## src/rtl/mem_read_skew_ctrl_if.sv

```systemverilog
// Handshake and per-bank read bus between a tile sequencer and mem_read_skew_ctrl.
// The master side starts a pass and applies back-pressure; the slave side drives the banks.
interface mem_read_skew_ctrl_if #(
    parameter int N      = 3,
    parameter int ADDR_W = 4
);
    logic                         start;
    logic                         hold;
    logic                         busy;
    logic                         done;
    logic [N-1:0][ADDR_W-1:0]     rd_addr_bram;
    logic [N-1:0]                 rd_en_bram;

    modport master (
        output start, hold,
        input  busy, done, rd_addr_bram, rd_en_bram
    );

    modport slave (
        input  start, hold,
        output busy, done, rd_addr_bram, rd_en_bram
    );
endinterface

```

## src/rtl/mem_read_skew_ctrl.sv

```systemverilog
// Skewed BRAM read controller: sequences one operand tile into bank 0, then feeds each
// later bank through a SKEW-deep delay so reads line up with the systolic wavefront.
module mem_read_skew_ctrl #(
    parameter int N    = 3,
    parameter int M    = 6,
    parameter int SKEW = 1,
    localparam int DEPTH  = M * M / N,
    localparam int ADDR_W = (DEPTH > 1) ? $clog2(DEPTH) : 1
) (
    input  logic                  clk,
    input  logic                  rst_n,
    mem_read_skew_ctrl_if.slave   bus
);
    // Stage 0 is bank 0; bank x taps stage x*SKEW of one continuous shift chain.
    localparam int CHAIN      = (N - 1) * SKEW + 1;
    localparam int DRAIN_CYC  = (N - 1) * SKEW;
    localparam int DRAIN_W    = (DRAIN_CYC > 0) ? $clog2(DRAIN_CYC + 1) : 1;
    localparam int DRAIN_INIT = (DRAIN_CYC > 0) ? DRAIN_CYC - 1 : 0;
    localparam logic [ADDR_W-1:0] LAST_ADDR = ADDR_W'(DEPTH - 1);

    typedef enum logic [1:0] {IDLE, RUN, DRAIN, DONE} state_t;

    state_t              state;
    logic                busy_q;
    logic                done_q;
    logic [DRAIN_W-1:0]  drain_cnt;
    logic                en_sr   [CHAIN];
    logic [ADDR_W-1:0]   addr_sr [CHAIN];

    // NOTE: the skew chain is reset along with the FSM so a mid-run reset leaves no
    // stale enables in flight; it is a handful of flops, not a RAM, so this is cheap.
    always_ff @(posedge clk or negedge rst_n) begin
        if (!rst_n) begin
            state     <= IDLE;
            busy_q    <= 1'b0;
            done_q    <= 1'b0;
            drain_cnt <= '0;
            for (int i = 0; i < CHAIN; i++) begin
                en_sr[i]   <= 1'b0;
                addr_sr[i] <= '0;
            end
        end else begin
            // NOTE: non-blocking assignments let the chain shift in one edge without
            // stage i seeing the value stage i-1 receives on this same edge.
            done_q <= 1'b0;
            for (int i = 1; i < CHAIN; i++) begin
                en_sr[i]   <= en_sr[i-1];
                addr_sr[i] <= addr_sr[i-1];
            end

            case (state)
                IDLE: begin
                    if (bus.start) begin
                        state      <= RUN;
                        busy_q     <= 1'b1;
                        en_sr[0]   <= 1'b1;
                        addr_sr[0] <= '0;
                    end
                end
                RUN: begin
                    // Bank 0's address register doubles as the tile counter; it
                    // keeps the last issued address through hold bubbles.
                    if (en_sr[0] && addr_sr[0] == LAST_ADDR) begin
                        en_sr[0] <= 1'b0;
                        if (N > 1) begin
                            state     <= DRAIN;
                            drain_cnt <= DRAIN_W'(DRAIN_INIT);
                        end else begin
                            state  <= DONE;
                            busy_q <= 1'b0;
                            done_q <= 1'b1;
                        end
                    end else if (bus.hold) begin
                        en_sr[0] <= 1'b0;
                    end else begin
                        en_sr[0]   <= 1'b1;
                        addr_sr[0] <= addr_sr[0] + 1'b1;
                    end
                end
                DRAIN: begin
                    if (drain_cnt == '0) begin
                        state  <= DONE;
                        busy_q <= 1'b0;
                        done_q <= 1'b1;
                    end else begin
                        drain_cnt <= drain_cnt - 1'b1;
                    end
                end
                DONE: state <= IDLE;
                default: state <= IDLE;
            endcase
        end
    end

    always_comb begin
        for (int x = 0; x < N; x++) begin
            bus.rd_en_bram[x]   = en_sr[x*SKEW];
            bus.rd_addr_bram[x] = addr_sr[x*SKEW];
        end
    end

    assign bus.busy = busy_q;
    assign bus.done = done_q;
endmodule
```

## src/flat_wrapper.sv

```systemverilog
// flat-port wrapper written by rule: the top's interface ports become plain ports
module mem_read_skew_ctrl_flat 
#(
    parameter int N    = 3,
    parameter int M    = 6,
    parameter int SKEW = 1,
    localparam int DEPTH  = M * M / N,
    localparam int ADDR_W = (DEPTH > 1) ? $clog2(DEPTH) : 1
)
  (clk, rst_n, bus_start, bus_hold, bus_busy, bus_done, bus_rd_addr_bram, bus_rd_en_bram);
  mem_read_skew_ctrl_if #(.N(N)) bus_i ();
  input  logic clk;
  input  logic rst_n;
  input wire logic [$bits(bus_i.start)-1:0] bus_start;
  input wire logic [$bits(bus_i.hold)-1:0] bus_hold;
  output wire logic [$bits(bus_i.busy)-1:0] bus_busy;
  output wire logic [$bits(bus_i.done)-1:0] bus_done;
  output wire logic [$bits(bus_i.rd_addr_bram)-1:0] bus_rd_addr_bram;
  output wire logic [$bits(bus_i.rd_en_bram)-1:0] bus_rd_en_bram;
  assign bus_i.start = bus_start;
  assign bus_i.hold = bus_hold;
  assign bus_busy = bus_i.busy;
  assign bus_done = bus_i.done;
  assign bus_rd_addr_bram = bus_i.rd_addr_bram;
  assign bus_rd_en_bram = bus_i.rd_en_bram;
  mem_read_skew_ctrl #(.N(N), .M(M), .SKEW(SKEW)) u_core (.clk(clk), .rst_n(rst_n), .bus(bus_i));
endmodule
```

## config.mk

```make
export PLATFORM = sky130hd
export DESIGN_NAME = mem_read_skew_ctrl_flat
export DESIGN_NICKNAME = d
export VERILOG_FILES = /design/src/rtl/mem_read_skew_ctrl_if.sv /design/src/rtl/mem_read_skew_ctrl.sv /design/src/flat_wrapper.sv
export SDC_FILE = /design/constraint.sdc
export NUM_CORES = 1
export LEC_CHECK = 0
export ABC_AREA = 1
export CORE_MARGIN = 2
export CORE_UTILIZATION = 40
export DETAILED_ROUTE_END_ITERATION = 8
export PLACE_DENSITY = 0.66
export SLEW_MARGIN = 20
export SYNTH_ARGS = -nofsm -noshare
export SYNTH_HDL_FRONTEND = slang
export SYNTH_SLANG_ARGS = --single-unit
```

## constraint.sdc

```tcl
create_clock -name clk -period 1.5 [get_ports clk]
set_input_delay 0.3 -clock clk [delete_from_list [all_inputs] [get_ports clk]]
set_output_delay 0.3 -clock clk [all_outputs]
set_load 0.01 [all_outputs]
```

* Word-level counts from Yosys, hierarchy flattened
Index checks and enable logic that the tools add are counted.
Widths: inputs -> output; s select.
** Storage, ports and cells
- Register bits :: 21
** Operators by class
- Equal/unequal tests :: 10
- Reductions and logical operators :: 11
- Muxes and demuxes :: 19
- $add $sub $neg :: 2
** Operators by type and width (number)
- $mux 4 :: 3
- $mux 2 :: 5
- $reduce_and 3->1 :: 3
- $ne 2x2->1 const B :: 4
- $pmux 2 s4 :: 1
- $pmux 4 s2 :: 1
- $mux 1 :: 6
- $reduce_bool 2->1 :: 3
- $add 4x1->4 const B :: 1
- $eq 2x2->1 const B :: 2
- $eq 4x4->1 const B :: 1
- $logic_not 2->1 :: 2
- $ne 2x1->1 const B :: 2
- $pmux 1 s2 :: 2
- $pmux 2 s2 :: 1
- $reduce_and 4->1 :: 1
- $eq 2x1->1 const B :: 1
- $reduce_and 2->1 :: 1
- $sub 2x1->2 const B :: 1
- $logic_and 1x1->1 :: 1

* Depth between registers and ports, before layout
Gate-level depths: netlist of run 1.
- Depth after elaboration :: 4
- Mapped depth :: 9
- Depth with buffers taken out :: 9

* Least setup slack after synthesis of run 1
OpenSTA, ideal clock, no wires.
- Path kind :: reg-to-reg
- From :: reg u_core.addr_sr (netlist bit u_core.bus.rd_addr_bram[0])
- To :: reg u_core.drain_cnt[0]
- Arrival time :: 1105 ps
- Library setup time :: 117 ps
- Stages on the path, launching flop included :: 9
- Path buffers :: 0
- Setup slack :: 278 ps
- Cells stage by stage :: dfrtp_1 ha_1 nand2_1 inv_1 nand2_1 nand2_2 nand3_1 nand2_1 nand2_1
** On the way
- Cells in the longest elaborated chain, start to end :: 4
** RTL lines
- from (decl) :: RTL line mem_read_skew_ctrl.sv:28 : logic [ADDR_W-1:0] addr_sr [CHAIN];
- from (signal, indexed assignment) :: RTL line mem_read_skew_ctrl.sv:48 : addr_sr[i] <= addr_sr[i-1];
- $eq 4x4->1 :: RTL line mem_read_skew_ctrl.sv:63 : if (en_sr[0] && addr_sr[0] == LAST_ADDR) begin
- $logic_and 1x1->1 :: RTL line mem_read_skew_ctrl.sv:63
- $ne 2x1->1 (no source line)
- $reduce_and 3->1 (no source line)
- to (signal assigned) :: RTL line mem_read_skew_ctrl.sv:67 : drain_cnt <= DRAIN_W'(DRAIN_INIT);
- to (signal assigned) :: RTL line mem_read_skew_ctrl.sv:86 : drain_cnt <= drain_cnt - 1'b1;
- to (decl) :: RTL line mem_read_skew_ctrl.sv:26 : logic [DRAIN_W-1:0] drain_cnt;
No other way between the ends.
A chain may end at the register's enable or synchronous reset.

* Final worst setup path of run 1
- From :: reg u_core.addr_sr (netlist bit u_core.bus.rd_addr_bram[9])
- To :: out bus_rd_addr_bram[9]
** RTL lines
- to (decl) :: RTL line flat_wrapper.sv:18 : output wire logic [$bits(bus_i.rd_addr_bram)-1:0] bus_rd_addr_bram;
No word-level cell between the ends.

==> results.py, run 1 <==
metrics = {
    "layout": {
        "final_layout_size_suffix_gt1_share_pct": 18.3,
        "syn_to_final_growth_pct": 34.8,
        "nNetsFinal": 136,
        "diodes": 0,
        "final_util_pct": 56.4,
    },
    "die": {
        "die-area_sq_um": 2690,
        "die_y_microns": 51.9,
        "initial_core_util_pct": 41.8,
        "die_w_microns": 51.9,
        "core_area_sq_um": 2190,
        "fp-row-count": 17,
        "ios": 21,
    },
    "drt": {
        "via_count": 687,
        "wl_microns": 1540,
        "vias_per_cell": 4.46,
        "drtAntennaViolNets": 0,
        "drc": 0,
        "wl_per_cell_microns": 9.97,
        "dr.pass1.iters": 6,
        "drtIter0Drc": 12,
    },
    "clock_tree": {
        "clock_path_buffers": 2,
        "cts_tree": "built",
        "cts_hold_buffers": 0,
        "clk_pin_slew_worst_paths_ps": 120,
        "numCtsBuffers": 3,
        "htreeDepth": 1,
        "cts-root-buf": "clkbuf_4",
        "clk_latency_ps": 300,
        "cts.sinks": 21,
    },
    "synthesis": {
        "ys_types": 16,
        "netlist.area_leader.share_pct": 57.4,
        "syn_inst": 97,
        "yosys_register_bits": 21,
        "netlist_area_sq_um": 916,
        "synthFlopType": "dfrtp_1",
        "synth.largest_area_cell": "dfrtp_1",
        "synthArstFlopShare_pct": 100,
        "syn_avg_cell_area_sq_um": 9.44,
        "yosys_warnings": 0,
        "synth.top_cells.by_area": "dfrtp_1 57%, nand2_1 12%, ha_1 6.8%, inv_1 5.3%, nand2_2 2.7%",
        "ys_seq_area_share_pct": 57.4,
        "synth_edf_count": 0,
        "syn-num-nets": 106,
    },
    "grt": {
        "groute.usage.overall_pct": 14.6,
        "antenna_found_initial": 0,
        "grt_pass1_wl_microns": 2900,
        "grt_max_degree": 22,
        "grt-ovfl-total": 0,
        "first_global_vias": 680,
    },
    "timing": {
        "finalSetupTns_ps": 0,
        "clock_skew_ps": 2.14,
        "fin_crit_sh_pct": 96.8,
        "final-setup-viol-count": 0,
        "maxSlewHeadroom_pct": 83.0,
        "rsz0062_at_grt": "false",
        "worst_pin_slew_ps": 255,
        "slew_viol_final": 0,
        "post-route-min-period_ps": 1450,
        "fmax_mhz": 689,
        "hold_viol": 0,
    },
    "status": {
        "status": "finished, final reports clean",
    },
    "power": {
        "switching_share_pct": 40.5,
        "internal_power_uw": 1360,
        "leakage_uw": 0.000775,
        "pwr-share-seq_pct": 36.6,
        "combPwrFrac_pct": 51.7,
        "ir_drop_mv": 0.951,
        "clkPwrFrac_pct": 11.7,
        "p_sw_uw": 927,
        "power_uw": 2290,
        "p_per_area_nw_per_um2": 1850,
    },
    "critical_path": {
        "cp_max_fo": 1,
        "worstPathRequired_ps": 1200,
        "cp.arrival_ps": 1150,
        "slowest_stage": "clkdlybuf4s50_1",
        "critPathBufInv": 1,
        "endpoint_kind": "primary output",
        "path_delay_family": "buffers and inverters",
        "path_class": "flip-flop to primary output",
        "path_cells": "clkdlybuf4s50_1",
        "slowest_delay_ps": 520,
        "cp-start-kind": "flip-flop",
    },
    "flow_run": {
        "drv_cap": 0,
    },
    "place": {
        "gp_routability_congestion": 0.819,
        "hpwl_microns": 1160,
        "port_buffers": 20,
    },
    "worst_hold_path": {
        "hold_path.class": "input pin to asynchronous set/reset pin",
    },
}
[cell usage in the layout, fill, tap and decap left out, drive strengths merged]
master,n
clkdlybuf4s50,4
clkbuf,3
nand4,2
a21oi,1
dlymetal6s2s,7
inv,16
nor2,9
ha,5
dfrtp,21
clkinv,1
buf,5
xnor2,1
dlygate4sd2,9
nand2,35
o21ai,2
nand3,5
[layout make-up]
| cell class | instances | area (sq um) |
|---|---|---|
| multi-input combinational | 60 | 343 |
| fill | 195 | 956 |
| sequential | 21 | 526 |
| timing repair buffer | 25 | 244 |
| tap | 28 | 35.0 |
| clock buffer | 3 | 22.5 |
| inverter | 16 | 60.1 |
| clock inverter | 1 | 5.00 |
[stage by stage]
step           hold slack [ps]  std cells  worst slack (ps)  cell area (sq um)
4_1_cts                    326        154           0.00677               1200
6_report                   315        154              47.9               1230
5_1_grt                    346        154              4.93               1230
3_3_place_gp               359        147               139               1170
3_5_place_dp               364        147               125               1170
2_1_floorplan             4.41         97               278                916
[synth_stat cells, types with 2 or more instances]
cell type   n
inv_1      13
ha_1        5
nor2_1      6
nand2_1    30
nand4_1     2
dfrtp_1    21
nor2_2      3
nand2_2     4
inv_2       3
nand3_1     4
[final timing paths]
path                                       startpoint                          end  slack (ps)  depth (start not counted)
hold reg to reg            u_core.bus.rd_addr_bram[7]  u_core.bus.rd_addr_bram[11]         380                          0
max in group asynchronous                       rst_n   u_core.bus.rd_addr_bram[9]         980                          2
setup / recovery           u_core.bus.rd_addr_bram[9]          bus_rd_addr_bram[9]          50                          1
hold / removal                                  rst_n          u_core.drain_cnt[0]         310                          2
min in group clk           u_core.bus.rd_addr_bram[7]  u_core.bus.rd_addr_bram[11]         380                          0
setup reg to reg           u_core.bus.rd_addr_bram[0]   u_core.bus.rd_addr_bram[3]         110                          9
[per-layer routing]
layer	track usage (%)	wire, microns
met4	5.70	0
met1	20.9	740
met2	21.1	721
met3	3.74	73
met5	0	0
[kinds of logic after synthesis]
family	after synthesis	share of synthesized area, %
AO/OA/AOI/OAI	3	2.05
XOR/XNOR	1	0.956
adder cells (fa/ha/maj)	5	6.83
buffers and inverters	16	6.56
flip-flops	21	57.4
AND/OR/NAND/NOR	51	26.2
[registers in the layout, indices dropped and copies added (netlist names)]
register                 flops
u_core.bus.rd_addr_bram     12
u_core.bus.done              1
u_core.bus.rd_en_bram        3
u_core.bus.busy              1
u_core.drain_cnt             2
u_core.state                 2
[power by group through the flow]
stage / Sequential [uW] / Clock, uW / Combinational, uW
2_1_floorplan: 937 / 0 / 660
3_3_place_gp: 877 / 0 / 1130
3_5_place_dp: 883 / 0 / 1140
4_1_cts: 841 / 276 / 1170
5_1_grt: 865 / 304 / 1350
6_report: 839 / 268 / 1180
[what timing repair did]
action / 4_1_cts / 5_1_grt
cloned: 0 / 0
buffers inserted: 3 / 0
endpoints found under the setup margin: 9 / 11
resized for setup: 9 / 10
Note: power is estimated with default switching activity, not from simulation.
==> inputs of run 2 (changes only) <==
--- a/config.mk
+++ b/config.mk
@@ -6,6 +6,7 @@
 export NUM_CORES = 1
 export LEC_CHECK = 0
 export ABC_AREA = 1
+export CAP_MARGIN = 20
 export CORE_MARGIN = 2
 export CORE_UTILIZATION = 40
 export DETAILED_ROUTE_END_ITERATION = 8
==> results of run 2 <==
Same layout as run 1: the final DEF is identical, and so are final timing and power.
==> inputs of run 3 (changes only) <==
--- a/config.mk
+++ b/config.mk
@@ -8,9 +8,9 @@
 export ABC_AREA = 1
 export CAP_MARGIN = 20
 export CORE_MARGIN = 2
-export CORE_UTILIZATION = 40
+export CORE_UTILIZATION = 48
 export DETAILED_ROUTE_END_ITERATION = 8
-export PLACE_DENSITY = 0.66
+export PLACE_DENSITY = 0.77
 export SLEW_MARGIN = 20
 export SYNTH_ARGS = -nofsm -noshare
 export SYNTH_HDL_FRONTEND = slang
==> run 3 against run 2 <==
Effect of this change: clock skew up 9.8 ps; sequential share of layout area is 0.64 points lower; total power increased by 1.7%; largest power group unchanged; global-route usage is 2.3 points higher; register-to-register slack better by 40 ps; sequential power rose by 0.5%; via count is 4.1% higher; worst hold slack better by 4.0 ps; cell count fell by 1.3%; setup slack better by 1.5 ps.
==> results.py, run 3 (synthesis results as in run 1) <==
metrics = {
    "status": {
        "status": "finished, final reports clean",
    },
    "drt": {
        "top_layer_used": "met4",
        "met3_length_microns": 90,
        "met1_length_microns": 753,
        "dr.pass1.iters": 4,
        "via_count": 715,
        "wl_per_cell_microns": 11.5,
        "wl_microns": 1750,
        "drtIter0Drc": 14,
        "wl_met2_microns": 889,
        "drtAntennaViolNets": 0,
        "vias_per_cell": 4.70,
        "drc": 0,
    },
    "layout": {
        "largest_reg_flops": 12,
        "syn_to_final_growth_pct": 36.9,
        "final_common_cell": "nand2_1",
        "nNetsFinal": 137,
        "final_cells": 152,
        "final_cell_mix": "30 x nand2_1, 21 x dfrtp_1, 13 x inv_1",
        "diodes": 0,
        "final_layout_size_suffix_gt1_share_pct": 18.9,
        "stdcell_area_sq_um": 1250,
    },
    "critical_path": {
        "critPathBufInv": 1,
        "path_delay_family": "buffers and inverters",
        "rr_endpoint": "u_core.bus.rd_addr_bram[2]",
        "regToRegSetupSlack_ps": 150,
        "path_depth": 1,
        "cp.arrival_ps": 1150,
        "path_class": "flip-flop to primary output",
        "r2r_cells": 9,
        "slowest_delay_ps": 520,
        "cp-startpoint": "u_core.bus.done",
        "cp-start-kind": "flip-flop",
        "regToRegStartpoint": "u_core.bus.rd_addr_bram[0]",
        "worstPathRequired_ps": 1200,
        "endpoint_kind": "primary output",
        "path_cells": "clkdlybuf4s50_1",
        "cp-endpoint": "bus_done",
        "cp_max_fo": 1,
        "slowest_stage": "clkdlybuf4s50_1",
    },
    "timing": {
        "worst_pin_slew_ps": 259,
        "hold_viol": 0,
        "finalSetupTns_ps": 0,
        "fin_crit_sh_pct": 96.7,
        "slew_viol_final": 0,
        "rsz0062_at_grt": "false",
        "final-setup-viol-count": 0,
        "clock_skew_ps": 11.9,
        "fmax_mhz": 689,
        "maxSlewHeadroom_pct": 82.8,
        "post-route-min-period_ps": 1450,
    },
    "clock_tree": {
        "numCtsBuffers": 3,
        "cts-root-buf": "clkbuf_4",
        "cts_hold_buffers": 0,
        "cts.sinks": 21,
        "clk_pin_slew_worst_paths_ps": 120,
        "clock_path_buffers": 2,
        "htreeDepth": 1,
        "clk_latency_ps": 310,
        "cts_tree": "built",
    },
    "die": {
        "die_w_microns": 47.7,
        "core_area_sq_um": 1760,
        "ios": 21,
        "fp-row-count": 15,
        "initial_core_util_pct": 51.9,
        "die-area_sq_um": 2270,
        "die_y_microns": 47.7,
    },
    "grt": {
        "groute.usage.overall_pct": 16.9,
        "grt_max_degree": 22,
        "grt-ovfl-total": 0,
        "grt_pass1_wl_microns": 2640,
        "antenna_found_initial": 0,
        "first_global_vias": 648,
    },
    "place": {
        "gp_routability_congestion": 0.798,
        "placed_area_sq_um": 1160,
        "place_inst": 144,
        "port_buffers": 20,
        "hpwl_microns": 1210,
    },
    "flow_run": {
        "drv_cap": 0,
    },
    "worst_hold_path": {
        "hold_path.class": "input pin to asynchronous set/reset pin",
    },
    "power": {
        "p_per_area_nw_per_um2": 1860,
        "leakage_uw": 0.000823,
        "ir_drop_mv": 1.03,
    },
}
run 3: cell types whose count changed in the layout (fill, tap and decap cells not counted), sizes merged:
cell          previous run  this run
dlymetal6s2s             7        11
buf                      5         6
dlygate4sd2              9         5
run 3: stage by stage:
stage	setup WS [ps]	util (%)	total power (uW)	hold slack, ps
after floorplan	278	-	1600	4.41
after global placement	140	65.9	1990	357
after CTS	0.390	68.8	2320	341
after global routing	5.93	71.1	2550	347
final	49.4	71.1	2330	319
after detailed placement	116	65.9	2040	362
run 3: metal layers:
| layer | vias to the layer above | global-route usage, % |
|---|---|---|
| met3 | 2 | 3.77 |
| met4 | 0 | 8.11 |
| met2 | 17 | 26.7 |
| met1 | 338 | 22.0 |
| met5 | - | 0 |
| li1 | 358 | - |
run 3: worst min-delay path by stage:
stage / startpoint / end / slack (ps) / depth (start not counted)
final: rst_n / u_core.bus.rd_addr_bram[8] / 320 / 2
after global routing: rst_n / u_core.bus.rd_addr_bram[8] / 350 / 2
after CTS: rst_n / u_core.bus.rd_addr_bram[1] / 340 / 2
after detailed placement: u_core.bus.rd_addr_bram[6] / u_core.bus.rd_addr_bram[10] / 360 / 0
after global placement: u_core.bus.rd_addr_bram[7] / u_core.bus.rd_addr_bram[11] / 360 / 0
after floorplan: rst_n / u_core.bus.busy / 4 / 0
run 3: what timing repair did:
item | CTS | global route
pin swaps | 0 | 0
setup buffers | 4 | 0
endpoints found under the setup margin | 6 | 13
gates resized for setup | 5 | 14
run 3: layout make-up:
| type | instances | area [sq um] |
|---|---|---|
| flip-flops and latches | 21 | 526 |
| fillers | 141 | 510 |
| multi-input cells | 60 | 343 |
| repair buffers | 26 | 267 |
| inverters | 16 | 60.1 |
| well taps | 25 | 31.3 |
| clock buffers | 3 | 22.5 |
| clock inverters | 1 | 5.00 |
run 3: report_power, final:
group | total [uW] | switching [uW] | internal [uW]
logic | 1220 | 693 | 524
registers | 843 | 89.2 | 754
clock network | 270 | 170 | 99.4
total | 2330 | 952 | 1380
